<file path="src/rtl/dm_responder.sv">
// Word-addressed data-memory responder with fixed wait states and a one-cycle ack strobe.
// Optional misaligned-address error response is enabled by defining DM_ALIGN_CHECK_EN.
module dm_responder #(
  parameter int DEPTH_WORDS = 64,
  parameter int WAIT_CYCLES = 2
) (
  input  logic        clk,
  input  logic        rst,
  input  logic        req,
  input  logic        we,
  input  logic [31:0] addr,
  input  logic [31:0] wdata,
  output logic        busy,
  output logic        ack,
  output logic [31:0] rdata,
  output logic        err,
  output logic [1:0]  dbg_state_o
);

  localparam int          AW      = (DEPTH_WORDS > 1) ? $clog2(DEPTH_WORDS) : 1;
  localparam logic [29:0] DEPTH_W = 30'(DEPTH_WORDS);
  localparam logic [3:0]  WAIT_LD = 4'(WAIT_CYCLES);

  typedef enum logic [1:0] {
    S_IDLE = 2'd0,
    S_WAIT = 2'd1,
    S_RESP = 2'd2
  } state_t;

  state_t      state_q, state_d;
  logic [3:0]  cnt_q, cnt_d;
  logic        we_q;
  logic [31:0] addr_q, wdata_q;
  logic        ack_q, ack_d;
  logic        err_q, err_d;
  logic [31:0] rdata_q;
  logic        load;
  logic        enter_resp;

  logic        acc_we;
  logic [31:0] acc_addr, acc_wdata;
  logic        acc_misalign, rsp_misalign;
  logic        acc_bad, rsp_bad;
  logic [31:0] rd_word;

  logic [31:0] mem [DEPTH_WORDS];

  always_comb begin
    state_d = state_q;
    cnt_d   = cnt_q;
    load    = 1'b0;
    ack_d   = 1'b0;
    err_d   = 1'b0;
    unique case (state_q)
      S_IDLE: begin
        if (req) begin
          load = 1'b1;
          if (WAIT_LD == 4'd0) begin
            state_d = S_RESP;
          end else begin
            state_d = S_WAIT;
            cnt_d   = WAIT_LD;
          end
        end
      end
      S_WAIT: begin
        cnt_d = cnt_q - 4'd1;
        if (cnt_q <= 4'd1) begin
          state_d = S_RESP;
          cnt_d   = 4'd0;
        end
      end
      S_RESP: begin
        // The strobe is registered, so it appears on the edge leaving RESP.
        state_d = S_IDLE;
        ack_d   = 1'b1;
        err_d   = rsp_bad;
      end
      default: state_d = S_IDLE;
    endcase
  end

  // With zero wait states RESP is entered on the accepting edge, before the latch holds the request.
  assign acc_we     = load ? we    : we_q;
  assign acc_addr   = load ? addr  : addr_q;
  assign acc_wdata  = load ? wdata : wdata_q;
  assign enter_resp = (state_d == S_RESP) && (state_q != S_RESP);

`ifdef DM_ALIGN_CHECK_EN
  assign acc_misalign = |acc_addr[1:0];
  assign rsp_misalign = |addr_q[1:0];
`else
  logic unused_offset;
  assign unused_offset = ^{acc_addr[1:0], addr_q[1:0]};
  assign acc_misalign  = 1'b0;
  assign rsp_misalign  = 1'b0;
`endif

  assign acc_bad = (acc_addr[31:2] >= DEPTH_W) || acc_misalign;
  assign rsp_bad = (addr_q[31:2] >= DEPTH_W) || rsp_misalign;
  assign rd_word = mem[acc_addr[AW+1:2]];

  always_ff @(posedge clk or posedge rst) begin
    if (rst) begin
      state_q <= S_IDLE;
      cnt_q   <= 4'd0;
      we_q    <= 1'b0;
      addr_q  <= 32'd0;
      wdata_q <= 32'd0;
      ack_q   <= 1'b0;
      err_q   <= 1'b0;
      rdata_q <= 32'd0;
    end else begin
      state_q <= state_d;
      cnt_q   <= cnt_d;
      ack_q   <= ack_d;
      err_q   <= err_d;
      if (load) begin
        we_q    <= we;
        addr_q  <= addr;
        wdata_q <= wdata;
      end
      if (enter_resp) begin
        if (acc_bad) begin
          rdata_q <= 32'd0;
        end else if (!acc_we) begin
          rdata_q <= rd_word;
        end
      end
    end
  end

  // Storage is deliberately not reset; an aborted transaction never reaches enter_resp.
  always_ff @(posedge clk) begin
    if (enter_resp && acc_we && !acc_bad) begin
      mem[acc_addr[AW+1:2]] <= acc_wdata;
    end
  end

  assign busy        = (state_q != S_IDLE);
  assign ack         = ack_q;
  assign err         = err_q;
  assign rdata       = rdata_q;
  assign dbg_state_o = state_q;

endmodule

</file>
<file path="config.mk">
export PLATFORM = sky130hd
export DESIGN_NAME = dm_responder
export DESIGN_NICKNAME = d
export VERILOG_FILES = /design/src/rtl/dm_responder.sv
export SDC_FILE = /design/constraint.sdc
export NUM_CORES = 2
export LEC_CHECK = 0
export BUFFER_PORTS_ARGS = -buffer_cell sky130_fd_sc_hd__buf_4
export CAP_MARGIN = 25
export CELL_PAD_IN_SITES_DETAIL_PLACEMENT = 1
export CELL_PAD_IN_SITES_GLOBAL_PLACEMENT = 2
export CORE_AREA = 2 2 576 292
export CTS_CLUSTER_DIAMETER = 120
export CTS_CLUSTER_SIZE = 8
export DETAILED_ROUTE_END_ITERATION = 12
export DIE_AREA = 0 0 578 294
export GPL_ROUTABILITY_DRIVEN = 0
export PLACE_DENSITY_LB_ADDON = 0.1
export SYNTH_ARGS = -nofsm -noshare
export SYNTH_HDL_FRONTEND = slang
export SYNTH_SLANG_ARGS = --single-unit
</file>
<file path="constraint.sdc">
create_clock -name clk -period 4.3 [get_ports clk]
set_input_delay 0.215 -clock clk [delete_from_list [all_inputs] [get_ports clk]]
set_output_delay 0.215 -clock clk [all_outputs]
set_load 0.05 [all_outputs]
</file>
### Yosys cells after proc, flatten, opt, wreduce, memory -nomap -nowiden

Memory sizes are Yosys's and may differ from the RTL's.
Index checks and enable logic that the tools add are counted.

* flip-flop bits (word level): 105
* bits in writable memories: 2048
* input bits: 68
* output and inout bits: 37
* word-level logic and storage cells: 46
* memories: 1

* add/subtract/negate cells: 1
* $lt $le $gt $ge: 3
* eq/ne operators: 6
* muxes and demuxes: 17
* reductions and logical operators: 9

Memories
* mem: depth 64, bits a word 32, rd ports 1, clocked after Yosys merged registers in 0, write ports 1, line 46 `logic [31:0] mem [DEPTH_WORDS];`

Operator list (count)
* $mux W32: 4
* $ge A30 B7 Y1 const B: 2
* $mux W4: 2
* $pmux W4 S2: 1
* $mux W1: 7
* $eq A2 B2 Y1 const B: 2
* $le A4 B1 Y1 const B: 1
* $mux W2: 2
* $ne A2 B2 Y1 const B: 2
* $pmux W2 S2: 1
* $reduce_and A2 Y1: 2
* $reduce_bool A2 Y1: 2
* $sub A4 B1 Y4 const B: 1
* $logic_and A1 B1 Y1: 3
* $eq A2 B1 Y1 const B: 1
* $logic_not A2 Y1: 1
* $ne A2 B1 Y1 const B: 1
* $logic_not A1 Y1: 1

### Logic depth before layout (Yosys ltp)

* depth in word-level cells: 9
* mapped depth: 12
* gate-level depth less buffers: 8

### Worst setup path after synthesis

Ideal clock, no wire load.

* path type: register to register
* from: register state_q[0] (netlist: dbg_state_o[0])
* to: memory mem[0][0], enable pin
* arrival: 3.680 ns
* data required time: 3.879 ns
* slack: 0.199 ns
* cell stages (with the launch flop): 9
* buffers on the path: 4
* period minus slack after synthesis: 4.101 ns
* cells stage by stage: dfrtp_1 or3b_1 buf_4 buf_6 mux2i_4 nand3_1 clkbuf_1 buf_1 nor2_1

* cells in the longest elaborated chain, start to end: 8

RTL lines
* start, declared: line 30 `state_t state_q, state_d;`
* start signal, assigned: line 114 `state_q <= state_d;`
* $logic_not A2 Y1 (tied with other cells): line 54 `unique case (state_q)`
* $mux W1 or $pmux W2 S2 (tied branches): line 54
* $mux W32 or $eq A2 B2 Y1 (tied branches)
* $ge A30 B7 Y1 or $logic_and A1 B1 Y1 (tied branches): line 99, 87
* $logic_not A1 Y1 or $logic_and A1 B1 Y1 (tied branches): line 135 `if (enter_resp && acc_we && !acc_bad) begin`
* $logic_and A1 B1 Y1: line 135
* $mux W1: line 135
* $mux W1 (not written as such): line 136 `mem[acc_addr[AW+1:2]] <= acc_wdata;`
* end, declared: line 46

Several ways; a longest one is shown, not always the timed one.

### Final worst setup path

* from: register state_q[0] (netlist: dbg_state_o[0])
* to: register rdata_q[20] (netlist: rdata[20])

* cells in the longest elaborated chain, start to end: 6

RTL lines
* $logic_not A2 Y1: line 54
* $mux W1: line 54
* $mux W32
* $ge A30 B7 Y1 or $mem_v2 Z64 W32 (tied branches)
* $ne A2 B1 Y1 (no line) or $mux W32 (tied branches)
* $reduce_and A2 Y1 (no line) or $mux W32 (tied branches)
* end signal, assigned: line 127 `rdata_q <= rd_word;`
* end, declared: line 36 `logic [31:0] rdata_q;`

Several ways; a longest one is shown, not always the timed one. The select of a mux whose other input is x is not followed.
A chain may end at the register's enable or synchronous reset.

==> impl_metrics.xml <==
<?xml version="1.0" encoding="UTF-8"?>
<metrics>
  <group name="drt">
    <metric name="wirelength" unit="um">303000</metric>
    <metric name="drt-pass1-iter-count" unit="">6</metric>
    <metric name="number_of_vias_in_the_routed_layout" unit="">51400</metric>
    <metric name="wl_per_cell" unit="um">40.5</metric>
    <metric name="initialDrtViolationCount" unit="">8184</metric>
    <metric name="via_per_inst" unit="">6.87</metric>
    <metric name="post-route-drc-count" unit="">0</metric>
    <metric name="antenna_violating_nets_left" unit="">0</metric>
  </group>
  <group name="clock_tree">
    <metric name="ctsResizeCount" unit="">0</metric>
    <metric name="htree_num_levels" unit="">5</metric>
    <metric name="ctsHoldBuffers" unit="">37</metric>
    <metric name="cts_sinks" unit="">2151</metric>
    <metric name="number_of_setup_buffers_added_after_cts" unit="">0</metric>
    <metric name="ctsRootBufferMaster" unit="">sky130_fd_sc_hd__clkbuf_16</metric>
    <metric name="clkSlewWorstSetupHoldPaths" unit="ps">50</metric>
    <metric name="cts-buffers-inserted" unit="">310</metric>
    <metric name="clk-insertion-delay-late" unit="ps">850</metric>
    <metric name="cts_tree" unit="">built</metric>
    <metric name="cts_buffer_depth" unit="">4</metric>
  </group>
  <group name="floorplan">
    <metric name="core" unit="um2">165000</metric>
    <metric name="top_level_i_o_count" unit="">105</metric>
    <metric name="die-width" unit="um">578</metric>
    <metric name="dieHeight" unit="um">294</metric>
    <metric name="rows" unit="">106</metric>
    <metric name="dieArea" unit="um2">170000</metric>
    <metric name="initial_core_util" unit="%">47.5</metric>
  </group>
  <group name="layout">
    <metric name="postLayoutCellArea" unit="um2">95100</metric>
    <metric name="design.final.nets" unit="">5160</metric>
    <metric name="share_of_layout_cells_above_drive_strength_1" unit="%">18.8</metric>
    <metric name="regArea" unit="um2">64100</metric>
    <metric name="multi_input_area" unit="um2">14000</metric>
    <metric name="instances_no_fill" unit="">7483</metric>
    <metric name="final_util" unit="%">57.5</metric>
    <metric name="syn_to_final_growth" unit="%">21.0</metric>
    <metric name="number_of_fillers_in_the_final_layout" unit="">14500</metric>
  </group>
  <group name="logic_synthesis">
    <metric name="synth.lib_cells_used.distinct" unit="">64</metric>
    <metric name="netlist.top_cell.by_area" unit="">sky130_fd_sc_hd__edfxtp_1</metric>
    <metric name="synth.net_count" unit="">4599</metric>
    <metric name="netlist_top_cells_area" unit="">sky130_fd_sc_hd__edfxtp_1 (78%), sky130_fd_sc_hd__o22ai_1 (4.8%), sky130_fd_sc_hd__dfrtp_1 (3.3%), sky130_fd_sc_hd__nand2_1 (1.9%), sky130_fd_sc_hd__o221ai_1 (1.8%)</metric>
    <metric name="synth.yosys.seq_area_share" unit="%">81.5</metric>
    <metric name="syn-instance-count" unit="">4529</metric>
    <metric name="syn-cell-area" unit="um2">78600</metric>
    <metric name="synth-async-reset-ratio" unit="%">4.79</metric>
    <metric name="post_synth.cell_area_avg" unit="um2">17.4</metric>
    <metric name="postSynth.topFlopCell" unit="">sky130_fd_sc_hd__edfxtp_1</metric>
    <metric name="synth.ff_latch_count" unit="">2151</metric>
    <metric name="ys_warn_count" unit="">0</metric>
    <metric name="post-synth-top-count-cell" unit="">sky130_fd_sc_hd__edfxtp_1</metric>
    <metric name="synth-edff-count" unit="">2048</metric>
    <metric name="most_frequent_cells_after_synthesis" unit="">sky130_fd_sc_hd__edfxtp_1 (2,048), sky130_fd_sc_hd__o22ai_1 (605), sky130_fd_sc_hd__nand2_1 (397)</metric>
    <metric name="area_share_of_the_leading_cell_type_in_the_synthesized_netlist" unit="%">78.2</metric>
  </group>
  <group name="timing">
    <metric name="least_setup_slack_across_all_paths_after_layout" unit="ps">150</metric>
    <metric name="setup-tns-final" unit="ps">0</metric>
    <metric name="timing.final.crit_share" unit="%">96.5</metric>
    <metric name="finalHoldViolCount" unit="">0</metric>
    <metric name="post_layout_minimum_cycle_time" unit="ps">4150</metric>
    <metric name="timing.clock.skew" unit="ps">59.5</metric>
    <metric name="maxSlewViolCount" unit="">0</metric>
    <metric name="unrepaired_setup_endpoints_after_global_routing" unit="">false</metric>
    <metric name="worst_slew_pin_slew" unit="ps">1040</metric>
    <metric name="whs" unit="ps">30.4</metric>
    <metric name="max_freq" unit="MHz">241</metric>
    <metric name="slew_headroom" unit="%">28.6</metric>
    <metric name="finalSetupViolations" unit="">0</metric>
  </group>
  <group name="worst_setup_path">
    <metric name="cp_cell_sequence" unit="">or3b_4, buf_4, mux2i_4, buf_12, buf_4, o22ai_1, nor3_1, o2111ai_1, o41ai_1</metric>
    <metric name="bufs_and_invs_on_worst_path" unit="">3</metric>
    <metric name="timing.critical_path.required" unit="ps">4990</metric>
    <metric name="critical_path.endpoint_type" unit="">register</metric>
    <metric name="worst-endpoint-arrival" unit="ps">4840</metric>
    <metric name="timing.critical_path.slowest_cell_delay" unit="ps">600</metric>
    <metric name="crit_slowest_cell" unit="">sky130_fd_sc_hd__or3b_4</metric>
    <metric name="critPathMostFrequentCell" unit="">sky130_fd_sc_hd__buf_4</metric>
    <metric name="path_max_fanout" unit="">22</metric>
    <metric name="critical_path_class" unit="">reg2reg</metric>
    <metric name="critical_path_startpoint_category" unit="">register</metric>
    <metric name="worst_path_dominant_cell_family" unit="">compound AO/OA/AOI/OAI gates</metric>
  </group>
  <group name="global_route">
    <metric name="grt_overflow" unit="">0</metric>
    <metric name="grt.busiest_layer" unit="">met1</metric>
    <metric name="grt_antenna_before_repair" unit="">8</metric>
    <metric name="first_global_vias" unit="">50300</metric>
    <metric name="grt_first_pass_wirelength" unit="um">417000</metric>
    <metric name="use_met2" unit="%">49.6</metric>
    <metric name="grt_use_total" unit="%">35.6</metric>
    <metric name="largest_net_degree_at_the_start_of_global_routing" unit="">66</metric>
    <metric name="grt.met3_usage" unit="%">9.23</metric>
    <metric name="grt_use_met1" unit="%">54.8</metric>
  </group>
  <group name="place">
    <metric name="dpl-instance-area" unit="um2">86000</metric>
    <metric name="dp_worst_setup_slack" unit="ps">291</metric>
    <metric name="number_of_buffers_added_on_ports" unit="">102</metric>
    <metric name="place_hpwl" unit="um">174000</metric>
    <metric name="placedCellCount" unit="">6950</metric>
  </group>
  <group name="job">
    <metric name="drv_cap" unit="">0</metric>
  </group>
  <group name="status">
    <metric name="run_status" unit="">finished, final reports clean</metric>
  </group>
  <group name="pwr">
    <metric name="vdd_ir_drop_max" unit="mV">0.656</metric>
    <metric name="static-leakage-power" unit="nW">31.3</metric>
    <metric name="power.density_cell_area" unit="nW/um2">725</metric>
    <metric name="total_power" unit="mW">69.0</metric>
  </group>
  <group name="worst_hold_path">
    <metric name="min_path_type" unit="">in2reg</metric>
  </group>
</metrics>
routing by layer:
metal | wire (um) | vias to the layer above
met4 | 9610 | 0
met2 | 127000 | 3547
met1 | 129000 | 27400
met3 | 37800 | 508
met5 | 0 | -
li1 | - | 19900
sequential cells by signal, indices dropped and copies added (netlist names):
name / flops
mem: 2048
rdata: 32
wdata_q: 32
addr_q: 30
cnt_q: 4
dbg_state_o: 2
ack: 1
err: 1
we_q: 1
worst min-delay path: cells and delay by family:
family / cells / cell delay [ps]
AND/OR/NAND/NOR: 2 / 430
buffers and inverters: 1 / 80
placed cells by master, fill, tap and decap left out, drive strengths merged, types with 11 or more instances in the layout:
cell type	netlist	routed
a22oi	15	15
nand4	15	15
mux2	11	11
clkbuf	121	471
nand3	66	66
dfrtp	103	103
o221ai	159	159
inv	10	22
edfxtp	2048	2048
o2111ai	22	22
nor3	80	80
o21ai	17	17
nand2	397	397
o22ai	605	605
buf	169	500
dlygate4sd3	0	39
or3	24	24
a21oi	44	44
nor4	20	20
o22a	150	150
mux2i	46	46
a31oi	38	38
o41ai	27	27
o31ai	117	117
nor2	111	111
nand4b	26	26
final cells by class:
| class | count | area share, % |
|---|---|---|
| antenna | 3 | 0.00789 |
| clock buffer | 471 | 8.88 |
| clock inverter | 17 | 0.270 |
| inverter | 10 | 0.0552 |
| multi-input combinational | 2078 | 14.7 |
| sequential | 2151 | 67.3 |
| tap | 2214 | 2.91 |
| timing repair buffer | 539 | 5.85 |
power breakdown:
group          internal [mW]  total [mW]  switching, mW
registers               26.8        27.0          0.237
clock network           13.4        22.4           9.01
logic                   5.20        19.5           14.3
total                   45.4        69.0           23.5
final timing paths:
check                      slack (ps)  cells past startpoint      startpoint          end
max reg2reg                       150                      9  dbg_state_o[0]    rdata[20]
max                               150                      9  dbg_state_o[0]    rdata[20]
min reg2reg                       480                      2      addr_q[10]   addr_q[10]
min                                30                      3       wdata[26]  wdata_q[26]
min in group asynchronous         100                      3             rst  wdata_q[13]
max in group asynchronous        3300                      4             rst    rdata[16]
cells by family after synthesis:
family,share of synthesized area [%]
multiplexers,0.816
buffers and inverters,1.76
AO/OA/AOI/OAI,11.3
adder cells (fa/ha/maj),0.0318
flip-flops,81.5
AND/OR/NAND/NOR,4.55
Power figures use the tool's default switching activity.
